## config.mk

```make
export PLATFORM = sky130hd
export DESIGN_NAME = keypad_scanner_flat
export DESIGN_NICKNAME = d
export VERILOG_FILES = /design/src/rtl/keypad_pkg.sv /design/src/rtl/keypad_scanner_if.sv /design/src/rtl/keypad_debounce.sv /design/src/rtl/keypad_scanner.sv /design/src/flat_wrapper.sv
export SDC_FILE = /design/constraint.sdc
export NUM_CORES = 1
export LEC_CHECK = 0
export CAP_MARGIN = 20
export CORE_MARGIN = 2
export CORE_UTILIZATION = 30
export CTS_CLUSTER_DIAMETER = 40
export DETAILED_ROUTE_END_ITERATION = 6
export SETUP_SLACK_MARGIN = 0.2
export SYNTH_ARGS = -nofsm -noshare
export SYNTH_HDL_FRONTEND = slang
export SYNTH_SLANG_ARGS = --single-unit
```

## constraint.sdc

```tcl
create_clock -name clk -period 5.8 [get_ports clk]
set_input_delay 0.87 -clock clk [delete_from_list [all_inputs] [get_ports clk]]
set_output_delay 0.87 -clock clk [all_outputs]
set_load 0.02 [all_outputs]
```

## src/rtl/keypad_pkg.sv

```systemverilog
// Shared key codes, debounce state encoding and occupancy helper for the keypad scanner.
package keypad_pkg;

  localparam logic [3:0] KEY_NONE = 4'd0;
  localparam logic [3:0] KEY_ZERO = 4'd10;
  localparam logic [3:0] KEY_STAR = 4'd11;
  localparam logic [3:0] KEY_HASH = 4'd12;

  localparam int NUM_ROWS = 4;
  localparam int NUM_COLS = 3;
  localparam int SNAP_W   = NUM_ROWS * NUM_COLS;

  typedef enum logic [1:0] {
    ST_IDLE,
    ST_PRESS_DB,
    ST_HELD,
    ST_REL_DB
  } db_state_t;

  // Bottom row carries the phone-style specials: * 0 #
  function automatic logic [3:0] key_code(input logic [1:0] row, input logic [1:0] col);
    logic [3:0] code;
    if (row == 2'd3) begin
      case (col)
        2'd0:    code = KEY_STAR;
        2'd1:    code = KEY_ZERO;
        default: code = KEY_HASH;
      endcase
    end else begin
      code = ({2'b00, row} * 4'd3) + {2'b00, col} + 4'd1;
    end
    return code;
  endfunction

  // Cell k owns the pair {O,X} at bits 19-2k and 18-2k; specials never map to a cell.
  function automatic logic cell_occupied(input logic [17:0] board, input logic [3:0] code);
    logic [17:0] shifted;
    if (code == KEY_NONE || code > 4'd9) begin
      return 1'b0;
    end
    shifted = board >> (5'd18 - {code, 1'b0});
    return shifted[1] | shifted[0];
  endfunction

endpackage

```

## src/rtl/keypad_scanner_if.sv

```systemverilog
// Keypad scanner signal bundle: master is the scanner, slave is the keypad/game side.
interface keypad_scanner_if;
  logic        scan_en;
  logic [3:0]  key_row;
  logic [2:0]  key_col;
  logic [17:0] board;
  logic [3:0]  key_data;
  logic        key_valid;
  logic        key_reject;

  modport master (
    input  scan_en, key_row, board,
    output key_col, key_data, key_valid, key_reject
  );

  modport slave (
    output scan_en, key_row, board,
    input  key_col, key_data, key_valid, key_reject
  );
endinterface

```

## src/rtl/keypad_debounce.sv

```systemverilog
// Frame-rate debounce: turns one candidate code per scan frame into a single emit strobe per press.
module keypad_debounce
  import keypad_pkg::*;
#(
  parameter int DEBOUNCE_SCANS = 4
) (
  input  logic       clk,
  input  logic       rst_n,
  input  logic       clear,
  input  logic       frame_done,
  input  logic [3:0] cand,
  output logic       emit,
  output logic [3:0] emit_code
);

  localparam int STAB_W = $clog2(DEBOUNCE_SCANS + 1);
  localparam logic [STAB_W-1:0] STAB_MAX = STAB_W'(DEBOUNCE_SCANS);

  db_state_t         state, state_n;
  logic [3:0]        code, code_n;
  logic [STAB_W-1:0] stab, stab_n, stab_inc;
  logic              emit_n;
  logic [3:0]        emit_code_n;

  always_ff @(posedge clk) begin
    if (!rst_n || clear) begin
      state     <= ST_IDLE;
      code      <= KEY_NONE;
      stab      <= '0;
      emit      <= 1'b0;
      emit_code <= KEY_NONE;
    end else begin
      state     <= state_n;
      code      <= code_n;
      stab      <= stab_n;
      emit      <= emit_n;
      emit_code <= emit_code_n;
    end
  end

  assign stab_inc = (stab == STAB_MAX) ? stab : stab + 1'b1;

  // The FSM only moves on frame boundaries; between them everything holds.
  always_comb begin
    state_n     = state;
    code_n      = code;
    stab_n      = stab;
    emit_n      = 1'b0;
    emit_code_n = emit_code;
    if (frame_done) begin
      case (state)
        ST_IDLE: begin
          if (cand != KEY_NONE) begin
            state_n = ST_PRESS_DB;
            code_n  = cand;
            stab_n  = STAB_W'(1);
          end
        end
        ST_PRESS_DB: begin
          if (cand != code) begin
            state_n = ST_IDLE;
            code_n  = KEY_NONE;
            stab_n  = '0;
          end else begin
            stab_n = stab_inc;
            if (stab_inc == STAB_MAX) begin
              state_n     = ST_HELD;
              emit_n      = 1'b1;
              emit_code_n = code;
            end
          end
        end
        ST_HELD: begin
          if (cand == KEY_NONE) begin
            state_n = ST_REL_DB;
            stab_n  = STAB_W'(1);
          end
        end
        ST_REL_DB: begin
          if (cand != KEY_NONE) begin
            state_n = ST_HELD;
            stab_n  = '0;
          end else begin
            stab_n = stab_inc;
            if (stab_inc == STAB_MAX) begin
              state_n = ST_IDLE;
              code_n  = KEY_NONE;
              stab_n  = '0;
            end
          end
        end
        default: begin
          state_n = ST_IDLE;
          code_n  = KEY_NONE;
          stab_n  = '0;
        end
      endcase
    end
  end

endmodule

```

## src/rtl/keypad_scanner.sv

```systemverilog
// 3x4 keypad column scanner with debounced single-cycle move codes.
// Optional occupancy filter enabled by defining KEYPAD_OCC_FILTER_EN.
module keypad_scanner
  import keypad_pkg::*;
#(
  parameter int SCAN_DIV       = 25000,
  parameter int DEBOUNCE_SCANS = 4
) (
  input logic              clk,
  input logic              rst_n,
  keypad_scanner_if.master kp
);

  localparam int CNT_W = (SCAN_DIV > 1) ? $clog2(SCAN_DIV) : 1;
  localparam logic [CNT_W-1:0] CNT_LAST = CNT_W'(SCAN_DIV - 1);

  logic [CNT_W-1:0]  pre_cnt;
  logic [1:0]        col_idx;
  logic              active;
  logic [SNAP_W-1:0] snapshot, snap_next;
  logic              tick, frame_done, clear;
  logic [3:0]        cand;
  logic              emit;
  logic [3:0]        emit_code;
  logic              accept, reject;

  assign clear      = !rst_n || !kp.scan_en;
  assign tick       = active && (pre_cnt == CNT_LAST);
  assign frame_done = tick && (col_idx == 2'd2);

  // 'active' delays the prescaler by one cycle so column 0 gets a full dwell after enable.
  always_ff @(posedge clk) begin
    if (clear) begin
      active   <= 1'b0;
      pre_cnt  <= '0;
      col_idx  <= 2'd0;
      snapshot <= '0;
    end else begin
      active <= 1'b1;
      if (active) begin
        if (tick) begin
          pre_cnt  <= '0;
          snapshot <= snap_next;
          col_idx  <= (col_idx == 2'd2) ? 2'd0 : col_idx + 2'd1;
        end else begin
          pre_cnt <= pre_cnt + 1'b1;
        end
      end
    end
  end

  always_comb begin
    snap_next = snapshot;
    snap_next[{col_idx, 2'b00} +: NUM_ROWS] = ~kp.key_row;
  end

  // Anything other than exactly one closed contact (nothing, chords, ghosts) reads as no key.
  always_comb begin
    cand = KEY_NONE;
    if ($countones(snap_next) == 1) begin
      for (int c = 0; c < NUM_COLS; c++) begin
        for (int r = 0; r < NUM_ROWS; r++) begin
          if (snap_next[c*NUM_ROWS + r]) begin
            cand = key_code(2'(r), 2'(c));
          end
        end
      end
    end
  end

  keypad_debounce #(
    .DEBOUNCE_SCANS(DEBOUNCE_SCANS)
  ) u_debounce (
    .clk       (clk),
    .rst_n     (rst_n),
    .clear     (!kp.scan_en),
    .frame_done(frame_done),
    .cand      (cand),
    .emit      (emit),
    .emit_code (emit_code)
  );

`ifdef KEYPAD_OCC_FILTER_EN
  logic occupied;
  assign occupied = cell_occupied(kp.board, emit_code);
  assign accept   = emit && kp.scan_en && !occupied;
  assign reject   = emit && kp.scan_en && occupied;
`else
  logic unused_board;
  assign unused_board = ^kp.board;
  assign accept       = emit && kp.scan_en;
  assign reject       = 1'b0;
`endif

  assign kp.key_valid  = accept;
  assign kp.key_reject = reject;
  assign kp.key_data   = accept ? emit_code : KEY_NONE;
  assign kp.key_col    = (active && kp.scan_en) ? ~(3'b001 << col_idx) : 3'b111;

endmodule
```

## src/flat_wrapper.sv

```systemverilog
// flat-port wrapper written by rule: the top's interface ports become plain ports
module keypad_scanner_flat import keypad_pkg::*;
#(
  parameter int SCAN_DIV       = 25000,
  parameter int DEBOUNCE_SCANS = 4
)
  (clk, rst_n, kp_scan_en, kp_key_row, kp_board, kp_key_col, kp_key_data, kp_key_valid, kp_key_reject);
  keypad_scanner_if kp_i ();
  input logic clk;
  input logic rst_n;
  input wire logic [$bits(kp_i.scan_en)-1:0] kp_scan_en;
  input wire logic [$bits(kp_i.key_row)-1:0] kp_key_row;
  input wire logic [$bits(kp_i.board)-1:0] kp_board;
  output wire logic [$bits(kp_i.key_col)-1:0] kp_key_col;
  output wire logic [$bits(kp_i.key_data)-1:0] kp_key_data;
  output wire logic [$bits(kp_i.key_valid)-1:0] kp_key_valid;
  output wire logic [$bits(kp_i.key_reject)-1:0] kp_key_reject;
  assign kp_i.scan_en = kp_scan_en;
  assign kp_i.key_row = kp_key_row;
  assign kp_i.board = kp_board;
  assign kp_key_col = kp_i.key_col;
  assign kp_key_data = kp_i.key_data;
  assign kp_key_valid = kp_i.key_valid;
  assign kp_key_reject = kp_i.key_reject;
  keypad_scanner #(.SCAN_DIV(SCAN_DIV), .DEBOUNCE_SCANS(DEBOUNCE_SCANS)) u_core (.clk(clk), .rst_n(rst_n), .kp(kp_i));
endmodule
```

==> metrics.yaml <==
status:
  status: "completed"
grt:
  grt_usage_pct: 14.1
  grt_pass1_vias: 2794
  grt_max_degree: 30
  antenna_found_initial: 0
  grt-ovfl-total: 0
  grt_pass1_wl_um: 13100
route:
  drt_iter0_drc: 106
  wirelength_um: 7890
  drc: 0
  postRouteAntennaNets: 0
  vias: 2861
  first_pass_iters: 4
  wl_per_cell_um: 13.7
  vias_per_cell: 4.98
sta:
  period_share_pct: 98.9
  layout_min_cycle_time_ns: 5.74
  setup-tns-final_ns: 0
  maxSlewHeadroom_pct: 56.2
  fin_skew_ns: 0.00851
  hold_viol: 0
  worst_pin_slew_ns: 0.655
  rsz0062_at_grt: "yes"
  slew_violations: 0
  max_freq_mhz: 174
  setup_viol: 0
synthesis:
  synthFlopType: "dfxtp_1"
  syn_avg_cell_area_um2: 8.45
  ys_types: 70
  synth_seq_cells: 44
  synthCells: 383
  async_reset_ff_share_pct: 0
  netlist_area_um2: 3240
  ys_warn_count: 0
  syn-num-nets: 435
  seq_area_frac_synth_pct: 27.2
  synth_edf_count: 0
critical_path:
  startpoint_type: "primary input"
  crit_type: "primary input to flop"
  path_max_fanout: 6
  path_buf_inv: 4
  worstPathCellList: "dlygate4sd2_1, nor3_2, mux2_4, ha_4, inv_2, fa_1, fa_1, inv_2, fa_1, ha_2, fa_2, nor4b_4, o211ai_2, a21oi_1, o2111ai_2, or4b_4, nor3_4, buf_6, o21ai_2, a221oi_2"
  crit_path_frequent_cell: "fa_1"
  critPathCaptureType: "flop"
  slowest_delay_ns: 0.59
  crit_slowest_cell: "or4b_4"
  worstPathArrival_ns: 5.96
  crit_family: "adder cells"
  worstPathRequired_ns: 6.02
cts:
  cts_hold_buf: 0
  ctsLongestPathBuffers: 2
  cts.htree.levels: 2
  clock_latency_ns: 0.30
  cts_tree: "yes"
  cts_made_buffers: 5
  clkTransAtPathRegs_ns: 0.09
  clock_sinks: 44
  cts-root-buf: "clkbuf_8"
pwr:
  powerDensity_nw_per_um2: 152
  p_leak_nw: 1.57
  peakVddDrop_mv: 0.0898
floorplanning:
  die_w_um: 108
  io_pins: 34
  core-area_um2: 10400
  die_h_um: 108
  dieArea_um2: 11600
  rows: 37
  start_util_pct: 31.1
layout:
  diodes: 0
  drive_gt1_share_pct: 27.2
  fin_util_pct: 40.1
  nets: 490
  most-common-layout-cells: "nor2_1 (45), buf_4 (45), dfxtp_1 (42)"
  syn_to_final_growth_pct: 29.1
flow_run:
  maxCapViolations: 0
hold_path:
  hp-class: "flop to flop"
place:
  io_buffers: 14
  dp_hpwl_um: 5770
  gp_congestion: 0.890
[layout make-up]
class,count,area [um2]
multi-input cells,288,2350
repair buffers,65,557
fillers,1043,6240
inverters,34,130
well taps,136,170
clock buffers,5,68.8
clock inverters,2,12.5
flip-flops and latches,44,886
[metrics by stage]
stage / instances / setup slack, ns / instance area (um2) / power [W] / hold WS, ns
detailed placement: 555 / -0.644 / 3800 / 0.000420 / 0.445
finish: 574 / 0.0617 / 4180 / 0.000635 / 0.464
global route: 574 / -0.161 / 4180 / 0.000668 / 0.503
global placement: 555 / -0.517 / 3800 / 0.000418 / 0.438
floorplan: 383 / 0.0919 / 3300 / 0.000378 / 0.429
CTS: 570 / -0.0414 / 4040 / 0.000624 / 0.464
[flip-flops by register name, summed over array words and instances (netlist names)]
name / cells
u_core.snapshot: 12
u_core.u_debounce.state: 2
u_core.u_debounce.code: 4
u_core.u_debounce.stab: 3
u_core.active: 1
u_core.u_debounce.emit: 1
u_core.u_debounce.emit_code: 4
u_core.col_idx: 2
u_core.pre_cnt: 15
[tightest hold or removal path, delay by kind of cell (launching register included)]
| family | cells | cell delay (ns) |
|---|---|---|
| simple gates | 1 | 0.05 |
| compound gates | 1 | 0.05 |
| flops | 1 | 0.32 |
[power breakdown]
group          internal [W]  switching, W
logic             0.0000694     0.0000669
registers          0.000302    0.00000150
clock network     0.0000819      0.000113
[logic make-up (layout without fill, tap and decap cells)]
group / Yosys count / after routing / share of synthesized area, %
AOI/OAI and AO/OA: 82 / 82 / 18.7
and+or+nand+nor: 149 / 149 / 25.5
muxes: 17 / 17 / 6.26
other: 1 / 1 / 0.116
DFF: 44 / 44 / 27.2
xor gates and xnor gates: 12 / 12 / 3.25
adders and majority gates: 27 / 27 / 12.1
buffers and inverters: 51 / 106 / 6.84
[per-layer routing]
metal | share of wire, % | wire length [um] | vias up | GRT usage (%)
met2 | 50 | 3960 | 26 | 24.4
met3 | 1.1 | 83 | 8 | 1.82
met4 | 1.3 | 102 | 0 | 4.58
li1 | - | - | 1463 | -
met5 | 0 | 0 | - | 0
met1 | 47 | 3740 | 1364 | 18.2
[synthesized netlist by cell type (3+ instances only)]
cell type / instances / share of area [%]
nor2_1: 45 / 5.2
dfxtp_1: 44 / 27
nand2_1: 34 / 3.9
inv_1: 31 / 3.6
a21oi_1: 20 / 3.1
ha_1: 20 / 7.7
nand3_1: 13 / 2.0
a211oi_1: 12 / 2.8
mux2i_1: 11 / 3.4
clkbuf_1: 10 / 1.2
xor2_1: 9 / 2.4
nor3_1: 8 / 1.2
o21ai_0: 8 / 1.2
and2_1: 7 / 1.4
and3_1: 7 / 1.4
fa_1: 7 / 4.3
nand4_1: 5 / 0.97
a21o_1: 4 / 0.93
o211ai_1: 4 / 0.93
o22ai_1: 4 / 0.77
a311o_1: 3 / 0.93
buf_2: 3 / 0.46
buf_6: 3 / 1.0
inv_2: 3 / 0.35
mux2_2: 3 / 1.0
nor2b_1: 3 / 0.58
o2111ai_1: 3 / 0.81
xnor2_1: 3 / 0.81
[path summary, 6_finish.rpt]
check / to / slack (ns) / depth (start not counted) / from
worst max-delay path: u_core.u_debounce.stab[0] / 0.06 / 20 / kp_key_row[0]
worst min-delay path: u_core.snapshot[0] / 0.46 / 2 / u_core.snapshot[0]
worst max register to register: u_core.u_debounce.stab[0] / 0.11 / 21 / u_core.col_idx[1]
worst min register to register: u_core.snapshot[0] / 0.46 / 2 / u_core.snapshot[0]
[what timing repair did]
| item | 4_1_cts | 5_1_grt |
|---|---|---|
| pin swaps | 27 | 14 |
| gates resized for setup | 31 | 18 |
| buffers inserted | 8 | 3 |
| hold endpoints to repair | 0 | 0 |
| setup endpoints to repair | 14 | 14 |
Note: power is estimated with default switching activity, not from simulation.
